**src/rtl/mac_accumulator.sv**
```systemverilog
// mac_accumulator
//   Accumulate stage of the MAC unit. Takes registered signed operand pairs
//   (a, b), sums N_TERMS full-width products into a signed accumulator, and
//   hands the finished dot product to the consumer over valid/ready.
//
//   Ports
//     clk        rising-edge clock
//     reset      synchronous, active-low reset
//     start      begin a new result (accepted in IDLE, or in DONE with out_ready)
//     a, b       signed operands, WIDTH bits each
//     in_valid   a/b hold a valid pair
//     in_ready   stage accepts a pair this cycle (high in ACC)
//     acc_out    accumulator register, always visible
//     out_valid  acc_out holds a completed result (high in DONE)
//     out_ready  consumer takes the result
//     busy       high in ACC
//     overflow   sticky signed-overflow flag for the current result
//
//   Build option
//     MAC_SATURATE_EN  when defined, an overflowing addition clamps acc_out to
//                      the signed max/min matching the true sum's sign; when
//                      undefined the accumulator wraps modulo 2**ACC_WIDTH.
//                      overflow is flagged the same way in both builds.
//
//   ACC_WIDTH must be >= 2*WIDTH; N_TERMS must be in 1..2**CNT_WIDTH.

module mac_accumulator #(
    parameter int WIDTH     = 8,
    parameter int ACC_WIDTH = 20,
    parameter int N_TERMS   = 4,
    parameter int CNT_WIDTH = 3
) (
    input  logic                 clk,
    input  logic                 reset,
    input  logic                 start,
    input  logic [WIDTH-1:0]     a,
    input  logic [WIDTH-1:0]     b,
    input  logic                 in_valid,
    output logic                 in_ready,
    output logic [ACC_WIDTH-1:0] acc_out,
    output logic                 out_valid,
    input  logic                 out_ready,
    output logic                 busy,
    output logic                 overflow
);

    typedef enum logic [1:0] {
        IDLE = 2'd0,
        ACC  = 2'd1,
        DONE = 2'd2
    } state_t;

    localparam logic [CNT_WIDTH-1:0] LAST_BEAT = CNT_WIDTH'(N_TERMS - 1);

    state_t                 state;
    logic [CNT_WIDTH-1:0]   count;

    // Full-precision signed product: operands sign-extended to 2*WIDTH first
    // so the low 2*WIDTH bits of the multiply are the exact product.
    logic signed [2*WIDTH-1:0] a_ext, b_ext, prod;
    // One guard bit above the accumulator so the true sum is always exact;
    // overflow is the guard bit disagreeing with the result's sign bit.
    logic signed [ACC_WIDTH:0] sum_ext;
    logic                      sum_ovf;
    logic [ACC_WIDTH-1:0]      acc_next;
    logic                      beat;

    assign a_ext   = (2*WIDTH)'(signed'(a));
    assign b_ext   = (2*WIDTH)'(signed'(b));
    assign prod    = a_ext * b_ext;
    assign sum_ext = (ACC_WIDTH+1)'(signed'(acc_out)) + (ACC_WIDTH+1)'(prod);
    assign sum_ovf = sum_ext[ACC_WIDTH] ^ sum_ext[ACC_WIDTH-1];
    assign beat    = in_valid && in_ready;

`ifdef MAC_SATURATE_EN
    localparam logic [ACC_WIDTH-1:0] ACC_MAX = {1'b0, {(ACC_WIDTH-1){1'b1}}};
    localparam logic [ACC_WIDTH-1:0] ACC_MIN = {1'b1, {(ACC_WIDTH-1){1'b0}}};

    // The guard bit carries the sign of the true (unclamped) sum.
    always_comb begin
        acc_next = sum_ext[ACC_WIDTH-1:0];
        if (sum_ovf)
            acc_next = sum_ext[ACC_WIDTH] ? ACC_MIN : ACC_MAX;
    end
`else
    always_comb begin
        acc_next = sum_ext[ACC_WIDTH-1:0];
    end
`endif

    // Status outputs are registered alongside the state so they always match it.
    always_ff @(posedge clk) begin
        if (!reset) begin
            state     <= IDLE;
            acc_out   <= '0;
            count     <= '0;
            overflow  <= 1'b0;
            in_ready  <= 1'b0;
            busy      <= 1'b0;
            out_valid <= 1'b0;
        end else begin
            case (state)
                IDLE: begin
                    if (start) begin
                        state    <= ACC;
                        acc_out  <= '0;
                        count    <= '0;
                        overflow <= 1'b0;
                        in_ready <= 1'b1;
                        busy     <= 1'b1;
                    end
                end

                ACC: begin
                    if (beat) begin
                        acc_out <= acc_next;
                        count   <= count + CNT_WIDTH'(1);
                        if (sum_ovf)
                            overflow <= 1'b1;
                        if (count == LAST_BEAT) begin
                            state     <= DONE;
                            in_ready  <= 1'b0;
                            busy      <= 1'b0;
                            out_valid <= 1'b1;
                        end
                    end
                end

                DONE: begin
                    // Result holds until the consumer takes it; start alone is ignored.
                    if (out_ready) begin
                        out_valid <= 1'b0;
                        if (start) begin
                            state    <= ACC;
                            acc_out  <= '0;
                            count    <= '0;
                            overflow <= 1'b0;
                            in_ready <= 1'b1;
                            busy     <= 1'b1;
                        end else begin
                            state <= IDLE;
                        end
                    end
                end

                default: begin
                    state     <= IDLE;
                    in_ready  <= 1'b0;
                    busy      <= 1'b0;
                    out_valid <= 1'b0;
                end
            endcase
        end
    end

endmodule

```
**config.mk**
```make
export PLATFORM = sky130hd
export DESIGN_NAME = mac_accumulator
export DESIGN_NICKNAME = d
export VERILOG_FILES = /design/src/rtl/mac_accumulator.sv
export SDC_FILE = /design/constraint.sdc
export NUM_CORES = 1
export LEC_CHECK = 0
export ABC_AREA = 1
export CORE_MARGIN = 8
export CORE_UTILIZATION = 60
export CTS_BUF_LIST = sky130_fd_sc_hd__clkbuf_8
export DETAILED_ROUTE_END_ITERATION = 7
export PLACE_DENSITY = 0.82
export SYNTH_ARGS = -nofsm -noshare
export SYNTH_HDL_FRONTEND = slang
export SYNTH_SLANG_ARGS = --single-unit
```
**constraint.sdc**
```tcl
create_clock -name clk -period 8.8 [get_ports clk]
set_input_delay 0.88 -clock clk [delete_from_list [all_inputs] [get_ports clk]]
set_output_delay 0.88 -clock clk [all_outputs]
set_load 0.02 [all_outputs]
```
==> flow_summary.toml <==
[finish]
num-nets-final = 870
final_common_cell = "nand2_1"
drive_gt1_share_pct = 4.38
finalCoreUtilization_pct = 67.6
nFillCells = 718
area_growth_pct = 11.6
antenna_cells = 0
most-common-layout-cells = "nand2_1 (182), inv_1 (168), fa_1 (92)"

[job]
drv_cap = 0

[die]
core_um2 = 8550
die_y_um = 109
std_cell_rows = 34
die_x_um = 109
io_pins = 45
dieArea_um2 = 11900
start_util_pct = 60.6

[clock_network]
root_buffer = "clkbuf_8"
clock_latency_ns = 0.29
cts_tree = "done"
clk_pin_slew_ns = 0.07
cts_buffer_depth = 2
cts_setup_buffers = 0
ctsHoldBuffers = 0
cts.repair.resized = 0
cts.sinks = 29
cts_max_level = 2
cts_made_buffers = 5

[route]
wire_per_inst_um = 13.9
drtAntennaViolNets = 0
drc = 0
wl_mm = 11.3
firstDrtPassIters = 4
vias = 4173
first_iter_violations = 199
viasPerCell = 5.11

[critical_path]
critPathCaptureType = "flop"
crit_chain = "clkdlybuf4s50_1 -> clkinv_1 -> or2_2 -> fa_1 -> fa_1 -> inv_1 -> fa_1 -> fa_1 -> fa_1 -> ha_1 -> nand2_1 -> inv_1 -> a21oi_1 -> o21ai_0 -> nand3_1 -> nand2_1 -> a21boi_0 -> o21ai_0 -> a21oi_1"
cpPeakStageDelay_ns = 0.59
crit_type = "input pin to flop"
crit_required_ns = 9.01
crit_path_max_fanout = 9
slowest_stage = "fa_1"
cpMostUsedCell = "fa_1"
worstSetupStartpointType = "input pin"
crit_arrival_ns = 6.14

[timing]
tns_ns = 0
layout_setup_ws_ns = 2.87
rsz0062_at_grt = "no"
period_share_pct = 67.4
hold_viol = 0
period_needed_ns = 5.93
slew-limit-headroom_pct = 49.9
worst_slew_pin_slew_ns = 0.750
setup_viol = 0
max_freq_ghz = 0.169
drv_slew = 0
fin_skew_ns = 0.00955

[logic_synthesis]
avgSynthCellArea_um2 = 7.66
yosysSeqAreaShare_pct = 11.2
synthTopCellsByArea = "fa_1 (36%), nand2_1 (13%), inv_1 (12%)"
synth_area_um2 = 5180
synth_cell_type_count = 31
synth.largest_area_cell = "fa_1"
synth_fp_nets = 840
syn-instance-count = 677
yosysTopAreaCellShare_pct = 35.5
synth_warnings = 0
ys_seq_elements = 29

[global_route]
grt_max_degree = 24
grt_pass1_wl_mm = 20.5
grt_pass1_vias = 4476
antenna_found_initial = 0
grt_overflow = 0
grt_usage_pct = 21.2

[pwr]
p_per_area_nw_per_um2 = 305
peakVddDrop_mv = 0.213
p_leak_nw = 3.18
p_total_mw = 1.77

[placement]
dp_hpwl_mm = 9.72
io_buffers = 44
gp_congestion = 0.925
dp_slack_ns = 2.62

[status]
status = "finished, final reports clean"

[hold_path]
hp-class = "flop to flop"
==> critical path: cells and delay by family <==
| family | cells | cell delay, ns |
|---|---|---|
| simple gates | 4 | 0.68 |
| buf+inv | 4 | 0.87 |
| compound gates | 5 | 0.76 |
| fa+ha+maj | 6 | 2.94 |
==> synthesized netlist by cell type <==
| master | count |
|---|---|
| nand3_1 | 24 |
| a21oi_2 | 4 |
| nand4_1 | 1 |
| and2_1 | 2 |
| a21boi_1 | 1 |
| a21boi_0 | 4 |
| buf_6 | 1 |
| nand3b_1 | 1 |
| nor2_1 | 21 |
| nand2_1 | 182 |
| o21ai_0 | 12 |
| inv_2 | 3 |
| nor2_2 | 2 |
| buf_2 | 1 |
| o21bai_1 | 2 |
| inv_1 | 168 |
| or2_2 | 4 |
| nand2_2 | 5 |
| nor3_2 | 1 |
| a21oi_1 | 39 |
| ha_1 | 50 |
| o21ai_2 | 2 |
| clkbuf_1 | 17 |
| fa_1 | 92 |
| nor2_4 | 2 |
| buf_4 | 2 |
| dfxtp_1 | 29 |
| clkinv_1 | 1 |
| or2_1 | 2 |
| or2_0 | 1 |
| nor3_1 | 1 |
==> area by class of cell <==
| type | count | area, um2 | share of cell area, % |
|---|---|---|---|
| clock inverters | 2 | 37.5 | 0.649 |
| flip-flops and latches | 29 | 581 | 10.0 |
| well taps | 108 | 135 | 2.34 |
| repair buffers | 44 | 440 | 7.62 |
| clock buffers | 6 | 82.6 | 1.43 |
| inverters | 172 | 646 | 11.2 |
| multi-input cells | 455 | 3860 | 66.8 |
==> worst paths after layout <==
| kind | startpoint | end | slack, ns | depth (start not counted) |
|---|---|---|---|---|
| max | b[7] | acc_out[17] | 2.87 | 19 |
| min | busy | busy | 0.46 | 2 |
| max reg2reg | acc_out[6] | acc_out[17] | 4.19 | 19 |
| min reg2reg | busy | busy | 0.46 | 2 |
==> flip-flops by register name, summed over array words and instances (netlist names) <==
register and count:
overflow 1, count 3, out_valid 1, acc_out 20
busy 1, state 2, in_ready 1
==> stage by stage <==
step,hold slack (ns),cells,instance area (um2)
floorplan,0.432,677,5180
global placement,0.437,808,5660
detailed placement,0.447,808,5660
CTS,0.463,816,5780
global route,0.492,816,5780
finish,0.457,816,5780
==> where the power goes <==
group	switching [mW]	leakage [nW]	internal [mW]	total (mW)
sequential	0.0120	0.235	0.145	0.157
clock	0.0585	0.0574	0.0921	0.151
combinational	0.909	2.88	0.549	1.46
==> logic make-up (layout without fill, tap and decap cells) <==
group | Yosys count | in the layout | share of synthesized area (%)
buf+inv | 193 | 224 | 14.3
simple gates | 249 | 249 | 19.9
fa+ha+maj | 142 | 142 | 47.6
flops | 29 | 29 | 11.2
compound gates | 64 | 64 | 6.95
==> per-layer routing <==
layer | wire (um) | vias to the layer above | track usage [%]
met2 | 5790 | 105 | 37.3
li1 | - | 2048 | -
met4 | 274 | 0 | 5.96
met3 | 429 | 22 | 2.48
met5 | 0 | - | 0
met1 | 4830 | 1998 | 26.8
Power figures use the tool's default switching activity.
